File: config.mk
export PLATFORM = sky130hd
export DESIGN_NAME = mac_frame_accumulator
export DESIGN_NICKNAME = d
export VERILOG_FILES = /design/src/rtl/mac_frame_accumulator.sv
export SDC_FILE = /design/constraint.sdc
export NUM_CORES = 1
export LEC_CHECK = 0
export ABC_CLOCK_PERIOD_IN_PS = 3460
export CAP_MARGIN = 20
export CORE_MARGIN = 8
export CORE_UTILIZATION = 60
export DETAILED_ROUTE_END_ITERATION = 7
export GPL_ROUTABILITY_DRIVEN = 0
export PLACE_DENSITY = 0.85
export SYNTH_ARGS = -nofsm -noshare
export SYNTH_HDL_FRONTEND = slang
export SYNTH_SLANG_ARGS = --single-unit
File: constraint.sdc
create_clock -name clk -period 3.46 [get_ports clk]
set_clock_uncertainty 0.05 [all_clocks]
set_input_delay 0.692 -clock clk [delete_from_list [all_inputs] [get_ports clk]]
set_output_delay 0.692 -clock clk [all_outputs]
set_load 0.03 [all_outputs]
File: src/rtl/mac_frame_accumulator.sv
// rtl/mac_frame_accumulator.sv - frame multiply-accumulate with two-stage pipeline and result handshake
//
// Accepts LEN unsigned 4x4 operand pairs, multiplies them (stage 1), and
// sums the products into an ACC_W-bit accumulator (stage 2). The result
// is then held for a valid/ready handshake.
//
// Parameters:
//   ACC_W  accumulator / result width (8..32)
//   LEN    samples per frame (1..255)
//
// Ports:
//   clk        clock, rising edge
//   rst_n      asynchronous active-low reset
//   clr        synchronous frame abort, highest priority
//   in_valid   operand pair offered
//   in_ready   operand pair accepted when high together with in_valid
//   in_a/in_b  unsigned 4-bit operands
//   out_valid  frame result available
//   out_ready  consumer takes result
//   out_sum    accumulated sum of LEN products
//   out_ovf    an addition in this frame carried out of ACC_W bits
//
// Build option: define MAC_SATURATE_EN to clamp the accumulator at
// 2^ACC_W-1 on overflow; otherwise it wraps modulo 2^ACC_W.

module mac_frame_accumulator #(
  parameter int ACC_W = 16,
  parameter int LEN   = 8
) (
  input  logic             clk,
  input  logic             rst_n,
  input  logic             clr,
  input  logic             in_valid,
  output logic             in_ready,
  input  logic [3:0]       in_a,
  input  logic [3:0]       in_b,
  output logic             out_valid,
  input  logic             out_ready,
  output logic [ACC_W-1:0] out_sum,
  output logic             out_ovf
);

  typedef enum logic [1:0] {ACCUM, DRAIN, DONE} state_t;

  state_t           state, state_next;
  logic             in_en;        // holds in_ready low until the first edge after reset
  logic [7:0]       cnt;
  logic             s1_valid;
  logic             s1_last;
  logic [7:0]       s1_prod;
  logic             s2_last;      // last product of the frame has just been accumulated
  logic [ACC_W-1:0] acc;
  logic             ovf;
  logic [ACC_W:0]   sum_ext;
  logic             carry;
  logic [ACC_W-1:0] acc_next;
  logic             accept;
  logic             last_sample;

  assign accept      = in_valid && in_ready;
  assign last_sample = (cnt == 8'(LEN - 1));

  always_ff @(posedge clk or negedge rst_n) begin
    if (!rst_n) begin
      state <= ACCUM;
    end else begin
      state <= state_next;
    end
  end

  always_comb begin
    state_next = state;
    in_ready   = 1'b0;
    out_valid  = 1'b0;
    case (state)
      ACCUM: begin
        in_ready = in_en;
        if (in_en && in_valid && last_sample) state_next = DRAIN;
      end
      DRAIN: begin
        if (s2_last) state_next = DONE;
      end
      DONE: begin
        out_valid = 1'b1;
        if (out_ready) state_next = ACCUM;
      end
      default: state_next = ACCUM;
    endcase
    if (clr) state_next = ACCUM;
  end

  // Stage 2 adder: one spare bit captures the carry out of ACC_W.
  always_comb begin
    sum_ext = {1'b0, acc} + {{(ACC_W-7){1'b0}}, s1_prod};
    carry   = sum_ext[ACC_W];
`ifdef MAC_SATURATE_EN
    // Once the frame has overflowed the accumulator stays pinned at full scale.
    acc_next = (carry || ovf) ? {ACC_W{1'b1}} : sum_ext[ACC_W-1:0];
`else
    acc_next = sum_ext[ACC_W-1:0];
`endif
  end

  always_ff @(posedge clk or negedge rst_n) begin
    if (!rst_n) begin
      in_en    <= 1'b0;
      cnt      <= '0;
      s1_valid <= 1'b0;
      s1_last  <= 1'b0;
      s1_prod  <= '0;
      s2_last  <= 1'b0;
      acc      <= '0;
      ovf      <= 1'b0;
    end else begin
      in_en <= 1'b1;
      if (clr) begin
        cnt      <= '0;
        s1_valid <= 1'b0;
        s1_last  <= 1'b0;
        s2_last  <= 1'b0;
        acc      <= '0;
        ovf      <= 1'b0;
      end else begin
        s1_valid <= accept;
        s1_last  <= accept && last_sample;
        if (accept) begin
          s1_prod <= {4'b0, in_a} * {4'b0, in_b};
          cnt     <= last_sample ? 8'd0 : cnt + 8'd1;
        end
        s2_last <= s1_valid && s1_last;
        if (out_valid && out_ready) begin
          acc <= '0;
          ovf <= 1'b0;
        end else if (s1_valid) begin
          acc <= acc_next;
          ovf <= ovf || carry;
        end
      end
    end
  end

  assign out_sum = acc;
  assign out_ovf = ovf;

endmodule
# After elaboration in Yosys (flattened, before gate mapping)
# Index checks and enable logic that the tools add are counted.
[word_totals] reg_bits=39 latch_bits=0 mem_bits_rw=0 romBits=0 in_bits=13 out_inout_bits=19 word_cells=50 n_memories=0
[classes] addsub=2 mul=1 div=0 magnitude_cmp=0 n_eq_ne=6 shift=0 mux=19 bitwise_logic=1 n_reduce_logical=12
[op_table] cell="two-way mux 16 bit" count=3
[op_table] cell="two-way mux 8 bit" count=3
[op_table] cell="adder 16 x 8 -> 17 bit" count=1
[op_table] cell="!= test 3 bit (second input constant)" count=3
[op_table] cell="adder 8 x 1 -> 8 bit (second input constant)" count=1
[op_table] cell="== test 8 x 3 -> 1 bit (second input constant)" count=1
[op_table] cell="multiplier 4 x 4 -> 8 bit" count=1
[op_table] cell="two-way mux 1 bit" count=8
[op_table] cell="two-way mux 2 bit" count=4
[op_table] cell="logical AND 1 bit" count=6
[op_table] cell="one-hot mux 2 bit (3 select lines)" count=1
[op_table] cell="AND reduction 3 bit" count=1
[op_table] cell="nonzero test 3 bit" count=1
[op_table] cell="== test 2 x 1 -> 1 bit (second input constant)" count=1
[op_table] cell="== test 2 bit (second input constant)" count=1
[op_table] cell="zero test 2 bit" count=1
[op_table] cell="AND reduction 2 bit" count=1
[op_table] cell="nonzero test 2 bit" count=1
[op_table] cell="logical OR 1 bit" count=1
[op_table] cell="inverter 1 bit" count=1

# Longest topological paths before layout
[logic_depth] depth_word=5 depth_mapped=10 ltp_nobuf=10

# Worst setup path before layout
# No wires, ideal clock.
[synth_timing] path_kind="input to register" startpoint="input in_b[3]" endpoint="register s1_prod[7]" setup_ns=0.069 arrival_time_ns=3.127 required_ns=3.341 slack_ns=0.214 stages=9 path_buffers=0 cell_sequence="nand2_1 > fa_1 > fa_1 > inv_1 > ha_1 > a21oi_1 > o21ai_0 > or4b_2 > nand3_1"
[synth_via] elab_chain_cells=1
[synth_lines] item="from (decl)" line_no="36" source="input logic [3:0] in_b,"
[synth_lines] item="multiplier 4 x 4 -> 8 bit" line_no="127" source="s1_prod <= {4'b0, in_a} * {4'b0, in_b};"
[synth_lines] item="to (signal assigned)" line_no="127"
[synth_lines] item="to (decl)" line_no="50" source="logic [7:0] s1_prod;"
# No other way between the ends.
# A chain may end at the register's enable or synchronous reset.

# Worst setup path after layout
[layout_timing] startpoint="input in_b[1]" endpoint="register s1_prod[6]"
# The elaborated chain is that of the path after synthesis.

==> results.tsv <==
stage	metric	value	unit
run_status	status	finished clean	
yosys	Main synth FF type	dfrtp_1	
timing	Final min period	3.39	ns
clocking	CTS tree	done	
grt	GRT overflow	0	
cells_and_area	layout cells sized above 1	9.64	%
yosys	ys async rst share	100	%
floorplan	die area	6820	sq um
clocking	Max Root-Sink Buffers	2	
yosys	Netlist Area Pre-Place	2660	sq um
clocking	clk_lat worst skew	0.29	ns
grt	initial antenna violation count	0	
worst_setup_path	largest stage delay on the critical path	0.49	ns
grt	number of global-route vias before repair	2232	
drt	Wirelength per Cell	15.5	um
yosys	Cells after Synth	290	
yosys	Yosys warnings	0	
clocking	Clock Root Buffer	clkbuf_8	
timing	Fmax achieved	0.295	GHz
timing	Hold Slack	0.439	ns
timing	final slew viol count	0	
place	post-DP HPWL	4.37	mm
worst_setup_path	Crit Path Class	in2reg	
worst_setup_path	worst-path cell chain	clkdlybuf4s50_1, nand2_1, fa_1, fa_1, buf_4, buf_4, fa_1, nor2b_1, o21ai_0, nor3b_1, o31ai_1	
yosys	register area share after synthesis	36.7	%
cells_and_area	most frequent cells in the layout	nand2_1 (40), dfrtp_1 (39), clkdlybuf4s50_1 (25)	
drt	Post-DRT Antenna Nets	0	
timing	count of final setup violators	0	
cells_and_area	Synth-to-Final Area Change	21.4	%
floorplan	Die Ht	82.6	um
cells_and_area	most common cell after layout, fill and taps aside	nand2_1	
drt	Initial DRT Pass Iterations	4	
grt	first-pass GRT wire length	9.88	mm
worst_setup_path	Crit. End Element	flop	
timing	slew margin rel.	42.5	%
timing	fin crit share	98.0	%
worst_setup_path	Slowest-stage cell, CP	fa_1	
min_path	Min-Delay Path Class	reg2reg	
grt	largest net degree at the start of global routing	40	
floorplan	die width	82.6	um
worst_setup_path	Max Fanout on Critical Path	2	
cells_and_area	Fillers	341	
yosys	number of library cell types mapped by synthesis	48	
power	Peak VDD IR	0.227	mV
clocking	H-Tree Level Count	2	
cells_and_area	Antenna Cells	0	
power	Power Density	342	nW/um^2
job	Max-Cap Viols	0	
clocking	cts bufs inserted	5	
grt	GRT Util Overall	18.4	%
yosys	Post-synth EDFFs	0	
floorplan	initial core utilization	61.5	%
worst_setup_path	crit start category	input port	
power	Leak	1.51	nW
drt	via count	2305	
clocking	Clock transition at path regs	0.08	ns
floorplan	I/O pins	32	
floorplan	Core ar.	4320	sq um
cells_and_area	nets	370	
clocking	Hold-fix buffers, CTS	0	
timing	Setup WS post-layout	0.0699	ns
place	Buffers on Ports	31	
worst_setup_path	most numerous cell on the critical path	fa_1	
worst_setup_path	critical path arrival	3.54	ns
yosys	Syn Area/Cell	9.17	sq um
timing	unrepaired setup endpoints after global routing	false	
timing	Worst Tran Pin Value	0.863	ns
place	worst slack at placement	-0.404	ns
power	Total Power	1.10	mW
worst_setup_path	WP data required	3.61	ns
drt	number of DRC markers in iteration 0	93	
timing	final hold vios	0	
floorplan	site row count	24	
drt	DRC errors left	0	
drt	Via-to-Cell Ratio	6.00	
yosys	Yosys reg bits	39	
drt	WL final	5.95	mm
clocking	CTS Sinks	39	
yosys	Synth Net Count	329	
per-layer routing:
metal,wire length (um),vias to the layer above,track usage [%],part of all wire (%)
met5,0,-,0,0
met4,63,0,5.52,1.1
met3,240,6,3.90,4.0
met2,3000,45,32.8,50
met1,2650,1127,21.7,44
li1,-,1127,-,-
registers in the layout (all words and copies together) (netlist names):
register  flops
state         2
out_ovf       1
s1_last       1
s2_last       1
s1_valid      1
cnt           8
s1_prod       8
in_en         1
out_sum      16
cells by family after synthesis:
kind of cell | synth area share, %
compound gates | 15.4
xor+xnor | 2.96
fa+ha+maj | 13.6
buf+inv | 3.48
flops | 36.7
mux | 3.39
other cells | 0.141
simple gates | 24.3
repair_timing:
item                                    in CTS  in global routing
setup buffers                                1                  0
endpoints found under the setup margin       1                  2
pin swaps                                    2                  6
gates resized for setup                      2                 10
where the power goes:
part / switching (mW) / total [mW] / internal, mW
combinational: 0.145 / 0.264 / 0.118
sequential: 0.0226 / 0.505 / 0.482
clock: 0.153 / 0.335 / 0.182
metrics by stage:
| stage | utilization [%] | area [sq um] | TNS [ns] | std cells |
|---|---|---|---|---|
| 2_1_floorplan | - | 2660 | 0 | 290 |
| 3_3_place_gp | 71.3 | 3080 | -0.353 | 375 |
| 3_5_place_dp | 71.3 | 3080 | -0.614 | 375 |
| 4_1_cts | 73.9 | 3200 | 0 | 384 |
| 5_1_grt | 74.7 | 3230 | 0 | 384 |
| 6_report | 74.7 | 3230 | 0 | 384 |
worst max-delay path, delay by kind of cell:
family | cells | cell delay [ns]
adder cells (fa/ha/maj) | 3 | 1.41
buffers and inverters | 3 | 0.76
AND/OR/NAND/NOR | 3 | 0.37
AO/OA/AOI/OAI | 2 | 0.31
cell type report:
cell class	instances	area (sq um)	share of cell area, %
Multi-Input combinational cell	227	1620	50.1
Sequential cell	39	976	30.2
Timing Repair Buffer	45	423	13.1
Clock buffer	8	100	3.10
Tap cell	52	65.1	2.01
Inverter	13	48.8	1.51
cells in the mapped netlist (9+ instances only):
cell / n / area share (%)
and3_1: 9 / 2.1
mux2i_1: 9 / 3.4
o21ai_0: 21 / 4.0
ha_1: 21 / 9.9
dfrtp_1: 39 / 37
nand3_1: 10 / 1.9
nor2_1: 9 / 1.3
a21oi_1: 11 / 2.1
and2_1: 10 / 2.4
inv_1: 13 / 1.8
clkbuf_1: 9 / 1.3
nand2_1: 42 / 5.9
path summary, 6_finish.rpt:
kind | slack, ns | endpoint | startpoint | depth (start not counted)
worst max-delay path | 0.07 | s1_prod[6]$_DFFE_PN0P_ | in_b[1] | 11
worst min-delay path | 0.44 | s1_prod[2]$_DFFE_PN0P_ | s1_prod[2]$_DFFE_PN0P_ | 2
worst max register to register | 1.06 | out_ovf$_DFFE_PN0P_ | out_sum[0]$_DFFE_PN0P_ | 6
worst min register to register | 0.44 | s1_prod[2]$_DFFE_PN0P_ | s1_prod[2]$_DFFE_PN0P_ | 2
max in group asynchronous | 2.36 | cnt[6]$_DFFE_PN0P_ | rst_n | 1
min in group asynchronous | 0.45 | out_sum[13]$_DFFE_PN0P_ | rst_n | 1
Power figures use the tool's default switching activity.
